$ cat config.mk
export PLATFORM = sky130hd
export DESIGN_NAME = regfile_write_arbiter_flat
export DESIGN_NICKNAME = d
export VERILOG_FILES = /design/src/rtl/regfile_write_arbiter_if.sv /design/src/rtl/regfile_write_arbiter.sv /design/src/flat_wrapper.sv
export SDC_FILE = /design/constraint.sdc
export NUM_CORES = 1
export LEC_CHECK = 0
export CAP_MARGIN = 40
export CORE_AREA = 3 3 89 91
export CTS_BUF_LIST = sky130_fd_sc_hd__clkbuf_4 sky130_fd_sc_hd__clkbuf_8
export CTS_CLUSTER_DIAMETER = 40
export DETAILED_ROUTE_END_ITERATION = 7
export DIE_AREA = 0 0 92 94
export DONT_BUFFER_PORTS = 1
export PLACE_DENSITY = 0.67
export SKIP_CTS_REPAIR_TIMING = 1
export SYNTH_ARGS = -nofsm -noshare
export SYNTH_HDL_FRONTEND = slang
export SYNTH_SLANG_ARGS = --single-unit
$ cat constraint.sdc
create_clock -name clock -period 6.12 [get_ports clock]
set_input_delay 1.224 -clock clock [delete_from_list [all_inputs] [get_ports clock]]
set_output_delay 1.224 -clock clock [all_outputs]
set_load 0.05 [all_outputs]
$ cat src/rtl/regfile_write_arbiter_if.sv
// Bundle for the shared regfile write port: CPU writeback, peripheral
// requests/acks and the registered regfile write outputs.
interface regfile_write_arbiter_if #(
    parameter int unsigned NUM_REQ = 4
);
    logic                     cpu_we;
    logic [4:0]               cpu_wreg;
    logic [31:0]              cpu_wdata;
    logic                     cpu_stall;
    logic [NUM_REQ-1:0]       req;
    logic [5*NUM_REQ-1:0]     req_reg;
    logic [32*NUM_REQ-1:0]    req_data;
    logic [NUM_REQ-1:0]       ack;
    logic                     ctrl_writeEnable;
    logic [4:0]               ctrl_writeReg;
    logic [31:0]              data_writeReg;

    // Requesters and CPU side drive writes, observe grants and the regfile port.
    modport master (
        output cpu_we, cpu_wreg, cpu_wdata, req, req_reg, req_data,
        input  cpu_stall, ack, ctrl_writeEnable, ctrl_writeReg, data_writeReg
    );

    modport slave (
        input  cpu_we, cpu_wreg, cpu_wdata, req, req_reg, req_data,
        output cpu_stall, ack, ctrl_writeEnable, ctrl_writeReg, data_writeReg
    );
endinterface

$ cat src/rtl/regfile_write_arbiter.sv
// Arbitrates the single regfile write port: CPU first, peripherals round-robin,
// with a starvation counter that forces a peripheral slot after a bounded wait.
module regfile_write_arbiter #(
    parameter int unsigned NUM_REQ      = 4,
    parameter int unsigned STARVE_LIMIT = 8
) (
    input logic                    clock,
    input logic                    ctrl_reset,
    regfile_write_arbiter_if.slave bus
);
    localparam int unsigned     PTR_W = (NUM_REQ > 1) ? $clog2(NUM_REQ) : 1;
    localparam logic [7:0]      LIMIT = 8'(STARVE_LIMIT);
    localparam logic [PTR_W-1:0] LAST = PTR_W'(NUM_REQ - 1);

    logic [PTR_W-1:0]   rr_ptr;
    logic [7:0]         starve_cnt;

    logic               any_req;
    logic               force_c;
    logic               cpu_win;
    logic               periph_win;
    logic               found;
    logic [PTR_W-1:0]   cand;
    logic [PTR_W-1:0]   grant_idx;
    logic [PTR_W-1:0]   rr_next;
    logic [NUM_REQ-1:0] grant_oh;

    // Grant decision for the current cycle; first set request from rr_ptr with wrap.
    always_comb begin
        any_req    = |bus.req;
        force_c    = (starve_cnt == LIMIT) && any_req;
        cpu_win    = bus.cpu_we && !force_c;
        periph_win = !cpu_win && any_req;
        found      = 1'b0;
        cand       = '0;
        grant_idx  = '0;
        grant_oh   = '0;
        for (int unsigned k = 0; k < NUM_REQ; k++) begin
            cand = PTR_W'((32'(rr_ptr) + k) % NUM_REQ);
            if (!found && bus.req[cand]) begin
                found     = 1'b1;
                grant_idx = cand;
            end
        end
        rr_next = (grant_idx == LAST) ? '0 : grant_idx + 1'b1;
        if (periph_win && !ctrl_reset) begin
            grant_oh[grant_idx] = 1'b1;
        end
    end

    assign bus.ack       = grant_oh;
    assign bus.cpu_stall = periph_win && bus.cpu_we && !ctrl_reset;

    // Registered write port, round-robin pointer and starvation counter.
    always_ff @(posedge clock) begin
        if (ctrl_reset) begin
            bus.ctrl_writeEnable <= 1'b0;
            bus.ctrl_writeReg    <= '0;
            bus.data_writeReg    <= '0;
            rr_ptr               <= '0;
            starve_cnt           <= '0;
        end else begin
            if (cpu_win) begin
                bus.ctrl_writeEnable <= 1'b1;
                bus.ctrl_writeReg    <= bus.cpu_wreg;
                bus.data_writeReg    <= bus.cpu_wdata;
            end else if (periph_win) begin
                bus.ctrl_writeEnable <= 1'b1;
                bus.ctrl_writeReg    <= bus.req_reg[32'(grant_idx)*5 +: 5];
                bus.data_writeReg    <= bus.req_data[32'(grant_idx)*32 +: 32];
            end else begin
                bus.ctrl_writeEnable <= 1'b0;
            end

            if (periph_win) begin
                rr_ptr     <= rr_next;
                starve_cnt <= '0;
            end else if (!any_req) begin
                starve_cnt <= '0;
            end else if (starve_cnt != LIMIT) begin
                starve_cnt <= starve_cnt + 8'd1;
            end
        end
    end
endmodule

$ cat src/flat_wrapper.sv
// flat-port wrapper written by rule: the top's interface ports become plain ports
module regfile_write_arbiter_flat 
#(
    parameter int unsigned NUM_REQ      = 4,
    parameter int unsigned STARVE_LIMIT = 8
)
  (clock, ctrl_reset, bus_cpu_we, bus_cpu_wreg, bus_cpu_wdata, bus_req, bus_req_reg, bus_req_data, bus_cpu_stall, bus_ack, bus_ctrl_writeEnable, bus_ctrl_writeReg, bus_data_writeReg);
  regfile_write_arbiter_if #(.NUM_REQ(NUM_REQ)) bus_i ();
  input logic clock;
  input logic ctrl_reset;
  input wire logic [$bits(bus_i.cpu_we)-1:0] bus_cpu_we;
  input wire logic [$bits(bus_i.cpu_wreg)-1:0] bus_cpu_wreg;
  input wire logic [$bits(bus_i.cpu_wdata)-1:0] bus_cpu_wdata;
  input wire logic [$bits(bus_i.req)-1:0] bus_req;
  input wire logic [$bits(bus_i.req_reg)-1:0] bus_req_reg;
  input wire logic [$bits(bus_i.req_data)-1:0] bus_req_data;
  output wire logic [$bits(bus_i.cpu_stall)-1:0] bus_cpu_stall;
  output wire logic [$bits(bus_i.ack)-1:0] bus_ack;
  output wire logic [$bits(bus_i.ctrl_writeEnable)-1:0] bus_ctrl_writeEnable;
  output wire logic [$bits(bus_i.ctrl_writeReg)-1:0] bus_ctrl_writeReg;
  output wire logic [$bits(bus_i.data_writeReg)-1:0] bus_data_writeReg;
  assign bus_i.cpu_we = bus_cpu_we;
  assign bus_i.cpu_wreg = bus_cpu_wreg;
  assign bus_i.cpu_wdata = bus_cpu_wdata;
  assign bus_i.req = bus_req;
  assign bus_i.req_reg = bus_req_reg;
  assign bus_i.req_data = bus_req_data;
  assign bus_cpu_stall = bus_i.cpu_stall;
  assign bus_ack = bus_i.ack;
  assign bus_ctrl_writeEnable = bus_i.ctrl_writeEnable;
  assign bus_ctrl_writeReg = bus_i.ctrl_writeReg;
  assign bus_data_writeReg = bus_i.data_writeReg;
  regfile_write_arbiter #(.NUM_REQ(NUM_REQ), .STARVE_LIMIT(STARVE_LIMIT)) u_core (.clock(clock), .ctrl_reset(ctrl_reset), .bus(bus_i));
endmodule
# --- Yosys cells after proc, flatten, opt, wreduce, memory -nomap -nowiden ---
# Cells that the tools add are included.
word_totals:
  input_bits: 192
  ff_bits: 48
  word_cells: 67
  output_inout_bits: 43
classes:
  mul: 1
  shift: 2
  bitwise_logic: 1
  n_addsub: 5
  order_cmp: 6
  n_reduce_logical: 19
  eq_ne: 3
  muxes: 25
op_table:
  columns: ["op", "n"]
  rows:
  - ["$shiftx 128x8->32", 1]
  - ["$mux 32", 2]
  - ["$shiftx 20x6->5", 1]
  - ["$lt 2x3->1 const B", 5]
  - ["$logic_and 1x1->1", 10]
  - ["$mux 1", 10]
  - ["$mux 2", 5]
  - ["$mux 5", 2]
  - ["$add 8x1->8 const B", 1]
  - ["$bmux 1 s2", 4]
  - ["$eq 8x4->1 const B", 1]
  - ["$ne 8x4->1 const B", 1]
  - ["$logic_not 1->1", 6]
  - ["$mul 2x3->5 const B", 1]
  - ["$add 2x1->2 const B", 2]
  - ["$add 2x2->2 const B", 2]
  - ["$mux 4", 1]
  - ["$reduce_or 4->1", 1]
  - ["$reduce_or 3->1", 1]
  - ["$demux 1 s2", 1]
  - ["$eq 2x2->1 const B", 1]
  - ["$ge 2x1->1 const B", 1]
  - ["$reduce_bool 2->1", 1]
  - ["$not 1->1", 1]

# --- Depth between registers and ports, before layout ---
# Gate-level depths: netlist of the first run.
logic_depth:
  depth_word: 17
  depth_mapped: 10
  ltp_nobuf: 8

# --- Worst setup path after synthesis of the first run ---
# No wires, ideal clock.
synth_timing:
  path_kind: "input to output"
  start: "input port bus_req[0]"
  end: "output port bus_ack[3]"
  required_ns: 4.896
  n_path_buf: 2
  cell_stages: 7
  slack_ns: 2.099
  arrival_time_ns: 2.797
  cell_sequence: "a21oi_1 o21a_1 o22a_1 clkbuf_1 clkbuf_1 ha_1 and2_1"
synth_between:
  elab_chain_len: 17
  elab_cells_between_ends: 34
  cone_classes: "order compare: 2; mux: 18; reduce/logical: 14"
synth_lines:
  columns: ["item", "line_no", "rtl"]
  rows:
  - ["start: declaration", "flat_wrapper.sv:14", "input wire logic [$bits(bus_i.req)-1:0] bus_req;"]
  - ["$bmux 1 s2", "regfile_write_arbiter.sv:40", "if (!found && bus.req[cand]) begin"]
  - ["$mux 1 (not written as such)", "regfile_write_arbiter.sv:40", null]
  - ["$mux 1", "regfile_write_arbiter.sv:40", null]
  - ["$logic_not 1->1", "regfile_write_arbiter.sv:40", null]
  - ["$logic_and 1x1->1", "regfile_write_arbiter.sv:40", null]
  - ["$mux 1", "regfile_write_arbiter.sv:40", null]
  - ["$logic_not 1->1", "regfile_write_arbiter.sv:40", null]
  - ["$logic_and 1x1->1", "regfile_write_arbiter.sv:40", null]
  - ["$mux 1", "regfile_write_arbiter.sv:40", null]
  - ["$logic_not 1->1", "regfile_write_arbiter.sv:40", null]
  - ["$logic_and 1x1->1", "regfile_write_arbiter.sv:40", null]
  - ["$mux 2", "regfile_write_arbiter.sv:40", null]
  - ["$lt 2x3->1 (not written as such) or $ge 2x1->1 (tied branches)", "regfile_write_arbiter.sv:47", "grant_oh[grant_idx] = 1'b1;"]
  - ["$logic_and 1x1->1 (not written as such)", "regfile_write_arbiter.sv:47", null]
  - ["$mux 1 (not written as such)", "regfile_write_arbiter.sv:47", null]
  - ["$demux 1 s2", null, null]
  - ["$mux 4 *", "regfile_write_arbiter.sv:46", "if (periph_win && !ctrl_reset) begin"]
  - ["end: declaration", "flat_wrapper.sv:18", "output wire logic [$bits(bus_i.ack)-1:0] bus_ack;"]
# Mark *: on every way between the ends. The rest lies on a longest branch, timed or not. The select of a mux whose other input is x is not followed.

# --- Final worst setup path of the first run ---
layout_timing:
  start: "input port bus_req[0]"
  end: "output port bus_ack[1]"
# The elaborated chain is that of the path after synthesis.

==> run summary, run 1 <==
outcome: finished clean
Die Wd: 92 microns
Post-Route WL: 10.4 mm
slew of the pin with the lowest slew margin: 0.851 ns
maxcap violations: 0
Worst-path clk slew: 0.09 ns
utilization after layout: 51.4%
Core Area: 0.00721 sq mm
GRT Overall Usage: 22.9%
#FFs+latches synth: 48
Residual DRC: 0
Slew HR: 43.3%
Final min period: 4.05 ns
Synth area leaders: dfxtp_1, nand2_1, a21oi_1
CTS tree: built
mean number of vias per cell: 5.71
CP Capture Type: primary output
buffers plus inverters on the worst setup path: 2
vias in the first global route: 3346
Final ANT Viol Nets: 0
Congestion Overflow GR: 0
Seq/Total Area, Yosys: 26.2%
initial antenna violation count: 0
Worst Hold Path Cells: 1
R2R Setup Slk: 3.33 ns
Rows: 31
ANT cells: 0
HP Class: reg -> reg
routed len/inst: 17.2 microns
Placer Congestion: 0.808
hold slack: 0.498 ns
FMAX: 0.247 GHz
nature of the critical path startpoint: input pin
post-synth net total: 729
worst-path cell chain: a21oi_1, o21a_1, o22a_2, inv_2, buf_12, ha_1, and2_1
die height: 94 microns
cells on worst reg2reg path: 9
H-tree lvl count: 2
RSZ-0062 raised after global routing: false
full die area: 0.00865 sq mm
Largest delay share family, worst path: buffers and inverters
Yosys cell types: 42
Layout Cells excl Fill: 607
Post-DP HPWL: 7.68 mm
clock sink count: 48
Initial Utilization: 50.9%
Final Cycle Share: 66.2%
required time worst endpoint: 4.90 ns
port bufs: 0
Yosys top cell by area: dfxtp_1
critical-path maximum fanout: 37
Crit Path Class: in -> out
Mapped Cells: 531
CTS buffer count: 5
routed vias: 3467
Final TNS setup: 0 ns
DRT Pass-1 Iters: 4
crit path max-delay cell type: and2_1
Initial DRC Count: 111
Area after DPL: 0.00359 sq mm
Design Area, Final: 0.00370 sq mm
first-pass GRT wire length: 16.2 mm
share of layout cells above drive strength 1: 12.6%
Area growth syn-to-layout: 0.886%
Pins Over Slew Limit: 0
largest net degree at the start of global routing: 58
IO Count: 235
Crit path largest cell delay: 0.44 ns
clock skew: 0.00664 ns
root buffer cell: clkbuf_8
endpoints failing setup: 0
clk_lat worst skew: 0.30 ns
synthesized area: 0.00367 sq mm
power per cell area: 242 mW/mm^2
CTS max path bufs: 2
dpl cells: 599
Final #Nets: 705
leakage: 1.58 nW
Hold Vio Cnt, Final: 0
CP arrival: 2.83 ns
YS warnings: 0
Mean Syn Cell Area: 6.92 sq um
cell depth of the worst setup path: 7
post-synth top area share: 26.2%
VDD IR max: 0.120 mV
[metal layers]
layer / wire [microns] / GRT usage [%]
met5: 0 / 0
met2: 5440 / 42.8
met3: 1060 / 7.93
met4: 95 / 5.45
met1: 3850 / 24.8
[Yosys cell counts (all sizes together)]
library cell,number
dlygate4sd1,3
buf,15
nor2b,1
or4b,1
nand2,122
xor2,4
nand2b,3
o31a,27
ha,6
xnor2,2
nand3,5
or4,1
and2,6
a31oi,1
mux2i,1
o41a,1
nor3b,1
and3,3
o21ai,12
mux2,20
a21oi,105
nor2,66
o22a,1
nor4,1
o21a,1
nor3,2
o21bai,10
dfxtp,48
inv,43
dlygate4sd3,1
clkbuf,18
[cell usage in the layout, fill, tap and decap left out, types with 2 or more instances in the layout]
cell | Yosys | routed
xor2_1 | 4 | 4
o21bai_1 | 10 | 10
mux2_2 | 20 | 20
nor2_1 | 65 | 65
and2_1 | 5 | 5
xnor2_1 | 2 | 2
buf_4 | 2 | 3
dfxtp_1 | 48 | 48
o31a_1 | 27 | 27
nand3_1 | 5 | 5
nand2_1 | 121 | 121
ha_1 | 6 | 6
a21oi_1 | 84 | 84
clkbuf_8 | 6 | 5
and3_1 | 3 | 3
o21ai_0 | 11 | 11
nand2b_1 | 3 | 2
a21oi_2 | 21 | 21
inv_1 | 43 | 42
[logic make-up (layout without fill, tap and decap cells)]
group	count (synthesis)	count (layout)	synth area share, %
AOI/OAI and AO/OA	158	158	27.6
xor gates and xnor gates	6	6	1.43
adders and majority gates	6	6	2.04
buffers and inverters	80	57	12.5
DFF	48	48	26.2
muxes	21	21	6.41
and+or+nand+nor	212	212	23.8
[state kept, by name, summed over array words and instances (netlist names)]
register	cells
u_core.bus.ctrl_writeEnable	1
u_core.bus.ctrl_writeReg	5
u_core.bus.data_writeReg	32
u_core.rr_ptr	2
u_core.starve_cnt	8
[metrics by stage]
stage / setup slack (ns) / power, W
after detailed placement: 2.07 / 0.000674
final: 2.07 / 0.000898
after CTS: 2.06 / 0.000909
after global routing: 1.92 / 0.000951
after global placement: 1.86 / 0.000661
after floorplan: 2.10 / 0.000647
[path summary, 6_finish.rpt]
kind,startpoint,end
min reg2reg,u_core.starve_cnt[0]$_SDFFE_PP0N_,u_core.starve_cnt[0]$_SDFFE_PP0N_
max reg2reg,u_core.starve_cnt[0]$_SDFFE_PP0N_,u_core.bus.data_writeReg[2]$_SDFFE_PP0P_
min,u_core.starve_cnt[0]$_SDFFE_PP0N_,u_core.starve_cnt[0]$_SDFFE_PP0N_
max,bus_req[0],bus_ack[1]
[area by class of cell]
| type | count | area [sq um] |
|---|---|---|
| multi-input combinational | 403 | 2270 |
| tap | 99 | 124 |
| timing repair buffer | 6 | 81.3 |
| fill | 767 | 3510 |
| clock inverter | 2 | 35.0 |
| sequential | 48 | 961 |
| clock buffer | 6 | 76.3 |
| inverter | 43 | 161 |
[power by group]
part	switching, W	total (W)	internal (W)
Sequential	0.000110	0.000449	0.000340
Clock	0.000107	0.000233	0.000126
Combinational	0.000127	0.000215	0.0000879
Total	0.000344	0.000898	0.000553
Note: power is estimated with default switching activity, not from simulation.
==> run 2: changes to the inputs <==
ABC_AREA = 1   (was default)
CORE_AREA = 3 3 90 92   (was 3 3 89 91)
DIE_AREA = 0 0 93 95   (was 0 0 92 94)
PLACE_DENSITY = 0.73   (was 0.67)
clock period = 4.1 ns   (was 6.12 ns; I/O delays follow)
==> run 2 against run 1 <==
Against the previous run:
- flip-flop and latch count stayed put
- via count is 31% higher
- area after synthesis is 14% higher
- global-route usage is 4.2 points higher
- first-iteration DRC count is 120% higher
- non-clock buffer count is 8 higher
- die area is 2.2% higher
- critical path type is now reg -> out
- clock-buffer cell count stayed put
- clock power is 52% higher
==> run summary, run 2 <==
HP Class: reg -> reg
power per cell area: 542 mW/mm^2
routed vias: 4544
largest net degree at the start of global routing: 67
sequential share of power: 36.9%
largest register by flop count: u_core.bus.data_writeReg
outcome: finished clean
max reg flops: 32
Crit Path Class: reg -> out
Initial DRC Count: 239
Hold Vio Cnt, Final: 0
CTS max path bufs: 2
Mapped Cells: 772
critical-path maximum fanout: 30
Residual DRC: 0
P_sw: 0.00124 W
CTS buffer count: 5
CTS tree: built
Initial Utilization: 57.5%
#FFs+latches synth: 48
synthesized area: 0.00419 sq mm
Yosys top cell by area: nand2_1
DRT Pass-1 Iters: 6
Post-synth ARST share: 0%
nature of the critical path startpoint: flip-flop
clock skew: 0.00483 ns
Seq/Total Area, Yosys: 22.9%
ys flop type: dfxtp_1
FMAX: 0.269 GHz
vias in the first global route: 4249
share of layout cells above drive strength 1: 5.98%
routed len/inst: 14.5 microns
Hold Path Sink: u_core.starve_cnt[1]$_SDFFE_PP0N_
Area growth syn-to-layout: 2.54%
CP arrival: 2.90 ns
cells on worst reg2reg path: 16
clock sink count: 48
Post-synth EDFFs: 0
Area after DPL: 0.00418 sq mm
Post-DP HPWL: 9.56 mm
Sw Ratio: 53.2%
ANT cells: 0
Final min period: 3.72 ns
initial antenna violation count: 0
CP Capture Type: primary output
HP Start: u_core.starve_cnt[1]$_SDFFE_PP0N_
Core Area: 0.00729 sq mm
commonest non-fill, non-tap cell in the layout: nand2_1
die height: 95 microns
Mean Syn Cell Area: 5.43 sq um
Final Cycle Share: 90.6%
clock power share: 15.1%
Slew HR: 47.8%
H-tree lvl count: 2
Synth top cells by count: nand2_1, inv_1, nand3_1, dfxtp_1, o21ai_0
slew of the pin with the lowest slew margin: 0.782 ns
first-pass GRT wire length: 19.4 mm
maxcap violations: 0
hold slack: 0.497 ns
Reg-to-Reg Start: u_core.rr_ptr[0]$_SDFFE_PP0P_
most frequent cell after synthesis: nand2_1
leakage: 2.56 nW
Placer Congestion: 0.831
commonest cells after routing, fill and taps aside: nand2_1, inv_1, nand3_1, dfxtp_1, o21ai_0
logic gate share of total power: 47.9%
Worst Hold Path Cells: 2
full die area: 0.00884 sq mm
Final ANT Viol Nets: 0
Die Wd: 93 microns
RSZ-0062 raised after global routing: false
Int Pwr: 0.00109 W
VDD IR max: 0.309 mV
Yosys cell types: 29
YS warnings: 0
top flop regs: u_core.bus.data_writeReg x32, u_core.starve_cnt x8, u_core.bus.ctrl_writeReg x5
Congestion Overflow GR: 0
post-synth top area share: 23.2%
required time worst endpoint: 3.28 ns
Final TNS setup: 0 ns
Reg2Reg Capture Point: u_core.bus.data_writeReg[15]$_SDFFE_PP0P_
clk_lat worst skew: 0.30 ns
IO Count: 235
post-synth net total: 970
GRT Overall Usage: 27.1%
endpoints failing setup: 0
Synth area leaders: nand2_1, dfxtp_1, nand3_1
Pins Over Slew Limit: 0
root buffer cell: clkbuf_8
port bufs: 0
mean number of vias per cell: 5.34
Design Area, Final: 0.00430 sq mm
Final #Nets: 949
Rows: 31
Post-Route WL: 12.3 mm
R2R Setup Slk: 1.10 ns
Worst-path clk slew: 0.09 ns
[run 2: layer usage]
| layer | vias up | part of all wire [%] | global-route usage (%) |
|---|---|---|---|
| li1 | 2296 | - | - |
| met1 | 1995 | 38 | 30.0 |
| met2 | 230 | 51 | 51.0 |
| met3 | 23 | 9.7 | 6.61 |
| met4 | 0 | 1.9 | 8.18 |
| met5 | - | 0 | 0 |
[run 2: logic make-up (layout without fill, tap and decap cells)]
kind of cell / count (synthesis) / in the layout / synth area share, %
XOR/XNOR: 2 / 2 / 0.418
flip-flops: 48 / 48 / 22.9
adder cells (fa/ha/maj): 6 / 6 / 1.79
AND/OR/NAND/NOR: 444 / 444 / 46.5
buffers and inverters: 214 / 194 / 21.2
AO/OA/AOI/OAI: 58 / 58 / 7.13
[run 2: how the worst max path moves through the flow]
stage / cells after the start / startpoint / end / slack, ns
after CTS: 14 / u_core.rr_ptr[0]$_SDFFE_PP0P_ / bus_ack[2] / 0.20
after global routing: 14 / u_core.rr_ptr[0]$_SDFFE_PP0P_ / bus_ack[2] / 0.12
after global placement: 12 / bus_req[1] / bus_ack[0] / 0.55
final: 14 / u_core.rr_ptr[0]$_SDFFE_PP0P_ / bus_ack[2] / 0.38
after detailed placement: 12 / bus_req[1] / bus_ack[2] / 0.42
after floorplan: 13 / bus_req[3] / bus_ack[0] / 0.71
[run 2: metrics by stage]
stage               utilization (%)  std cells  setup WS [ns]  total power (W)
floorplan                         -        772          0.709          0.00181
global placement               57.4        843          0.553          0.00196
detailed placement             57.4        843          0.416          0.00198
CTS                            58.9        851          0.195          0.00234
global route                   59.0        851          0.120          0.00252
finish                         59.0        851          0.385          0.00233
[run 2: final cells by class]
class / count / area (sq um)
clock inverters: 2 / 35.0
fillers: 766 / 2990
repair buffers: 14 / 105
flip-flops and latches: 48 / 961
multi-input cells: 510 / 2350
well taps: 99 / 124
inverters: 172 / 646
clock buffers: 6 / 76.3
[run 2: critical path, stage by stage (launching register included)]
cell,delay (ns)
dfxtp_1,0.57
inv_2,0.16
nand2_1,0.14
nand2_4,0.08
nand2_1,0.06
nand2_1,0.05
nand2_1,0.07
inv_2,0.06
nand2_4,0.08
nand3_2,0.34
nand2_4,0.43
ha_1,0.20
inv_1,0.04
nor2_1,0.11
buf_4,0.21
[run 2: power by group through the flow]
stage | logic, W | registers, W | clock network (W)
after floorplan | 0.000974 | 0.000841 | 0
after global placement | 0.00108 | 0.000871 | 0
after detailed placement | 0.00111 | 0.000870 | 0
after CTS | 0.00112 | 0.000860 | 0.000360
after global routing | 0.00128 | 0.000868 | 0.000377
final | 0.00112 | 0.000860 | 0.000353
==> run 3: changes to the inputs <==
CELL_PAD_IN_SITES_DETAIL_PLACEMENT = 0   (was default)
CELL_PAD_IN_SITES_GLOBAL_PLACEMENT = 2   (was default)
CORE_AREA = default   (was 3 3 90 92)
CORE_MARGIN = 3   (was default)
CORE_UTILIZATION = 32   (was default)
DIE_AREA = default   (was 0 0 93 95)
PLACE_DENSITY = 0.94   (was 0.73)
clock period = 4.8 ns   (was 4.1 ns; I/O delays follow)
==> run 3 against run 2 <==
Against the previous run:
- flip-flop and latch count stayed put
- sequential share of layout area is 0.38 points lower
- non-clock buffer count unchanged
- cell area is 1.7% higher
- wire length grew 8.3%
- sequential power fell by 15%
==> run summary, run 3 (same netlist as run 2, synthesis figures left out) <==
Residual DRC: 0
root buffer cell: clkbuf_8
H-tree lvl count: 2
commonest cells after routing, fill and taps aside: nand2_1, inv_1, nand3_1, dfxtp_1, o21ai_0
critical path launch point: u_core.rr_ptr[0]$_SDFFE_PP0P_
GRT Overall Usage: 17.4%
Crit Path Class: reg -> out
mean number of vias per cell: 4.89
VDD IR max: 0.324 mV
CTS max path bufs: 2
first-pass GRT wire length: 20.7 mm
Initial DRC Count: 296
leakage: 2.55 nW
FMAX: 0.254 GHz
largest register by flop count: u_core.bus.data_writeReg
CP Capture Type: primary output
routed vias: 4521
Post-DP HPWL: 10.5 mm
clk_lat worst skew: 0.31 ns
CP arrival: 2.98 ns
Die Wd: 120 microns
DRT Pass-1 Iters: 4
RSZ-0062 raised after global routing: false
Final ANT Viol Nets: 0
top flop regs: u_core.bus.data_writeReg x32, u_core.starve_cnt x8, u_core.bus.ctrl_writeReg x5
crit path capture: bus_ack[0]
largest net degree at the start of global routing: 67
endpoints failing setup: 0
required time worst endpoint: 3.84 ns
Pins Over Slew Limit: 0
vias in the first global route: 4213
ANT cells: 0
share of layout cells above drive strength 1: 5.98%
Final min period: 3.94 ns
max reg flops: 32
slew of the pin with the lowest slew margin: 0.776 ns
commonest non-fill, non-tap cell in the layout: nand2_1
full die area: 0.0145 sq mm
Placer Congestion: 0.822
nature of the critical path startpoint: flip-flop
die height: 120 microns
HP Class: reg -> reg
Core Area: 0.0127 sq mm
critical-path maximum fanout: 21
clock skew: 0.0124 ns
Final Power: 0.00195 W
Final Cycle Share: 82.2%
maxcap violations: 0
Congestion Overflow GR: 0
routed len/inst: 14.5 microns
CTS buffer count: 5
Worst-path clk slew: 0.10 ns
port bufs: 0
Area growth syn-to-layout: 4.33%
Rows: 41
Reg-to-Reg Start: u_core.rr_ptr[0]$_SDFFE_PP0P_
Post-Route WL: 13.4 mm
IO Count: 235
Hold Vio Cnt, Final: 0
power per cell area: 446 mW/mm^2
Final #Nets: 949
cells on worst reg2reg path: 16
Final TNS setup: 0 ns
R2R Setup Slk: 1.96 ns
CTS tree: built
Initial Utilization: 33.0%
clock sink count: 48
outcome: finished clean
Slew HR: 47.9%
initial antenna violation count: 0
fillers: 1498
Reg2Reg Capture Point: u_core.bus.data_writeReg[3]$_SDFFE_PP0P_
run 3: cell count changes in the layout (fill, tap and decap cells not counted), sizes merged:
cell / delta
clkbuf: -1
clkinvlp: +2
bufinv: -1
run 3: stage by stage:
stage	utilization (%)	std cells	hold WS, ns	area (sq um)	setup slack, ns
after floorplan	-	772	0.460	4190	1.13
after global placement	33.5	914	0.471	4260	1.02
after detailed placement	33.7	916	0.478	4280	0.958
after CTS	34.4	924	0.493	4370	0.842
after global routing	34.4	924	0.540	4370	0.578
final	34.4	924	0.494	4370	0.856
run 3: worst min-delay path by stage:
stage,to,startpoint,cells after the start
4_1_cts,u_core.starve_cnt[1]$_SDFFE_PP0N_,u_core.starve_cnt[1]$_SDFFE_PP0N_,2
5_1_grt,u_core.starve_cnt[1]$_SDFFE_PP0N_,u_core.starve_cnt[1]$_SDFFE_PP0N_,2
6_report,u_core.starve_cnt[1]$_SDFFE_PP0N_,u_core.starve_cnt[1]$_SDFFE_PP0N_,2
2_1_floorplan,u_core.starve_cnt[1]$_SDFFE_PP0N_,u_core.starve_cnt[1]$_SDFFE_PP0N_,2
3_5_place_dp,u_core.starve_cnt[1]$_SDFFE_PP0N_,u_core.starve_cnt[1]$_SDFFE_PP0N_,2
3_3_place_gp,u_core.starve_cnt[1]$_SDFFE_PP0N_,u_core.starve_cnt[1]$_SDFFE_PP0N_,2
run 3: layout make-up:
class                           count  area, sq um  share of cell area (%)
Timing Repair Buffer               14          113                    2.57
Inverter                          172          646                    14.8
Tap cell                          172          215                    4.92
Clock inverter                      3         23.8                   0.543
Sequential cell                    48          961                    22.0
Multi-Input combinational cell    510         2350                    53.7
Clock buffer                        5         68.8                    1.57
run 3: critical path, stage by stage, from the launching register on:
cell	delay (ns)
dfxtp_1	0.58
inv_2	0.17
nand2_1	0.12
nand3_1	0.07
nand2_1	0.16
nand3b_1	0.14
nand2_1	0.09
nor2_4	0.40
buf_4	0.37
ha_1	0.20
inv_1	0.04
nor2_1	0.10
buf_4	0.21
run 3: metal layers:
| layer | wire length (microns) | vias to the layer above | GRT usage [%] |
|---|---|---|---|
| met5 | 0 | - | 0 |
| met4 | 68 | 0 | 3.26 |
| met3 | 1260 | 6 | 5.66 |
| met2 | 6370 | 200 | 30.1 |
| met1 | 5670 | 2023 | 21.4 |
| li1 | - | 2292 | - |
run 3: power breakdown:
group | internal [W] | total (W) | switching (W)
registers | 0.000464 | 0.000730 | 0.000266
clock network | 0.000104 | 0.000259 | 0.000155
logic | 0.000309 | 0.000962 | 0.000653
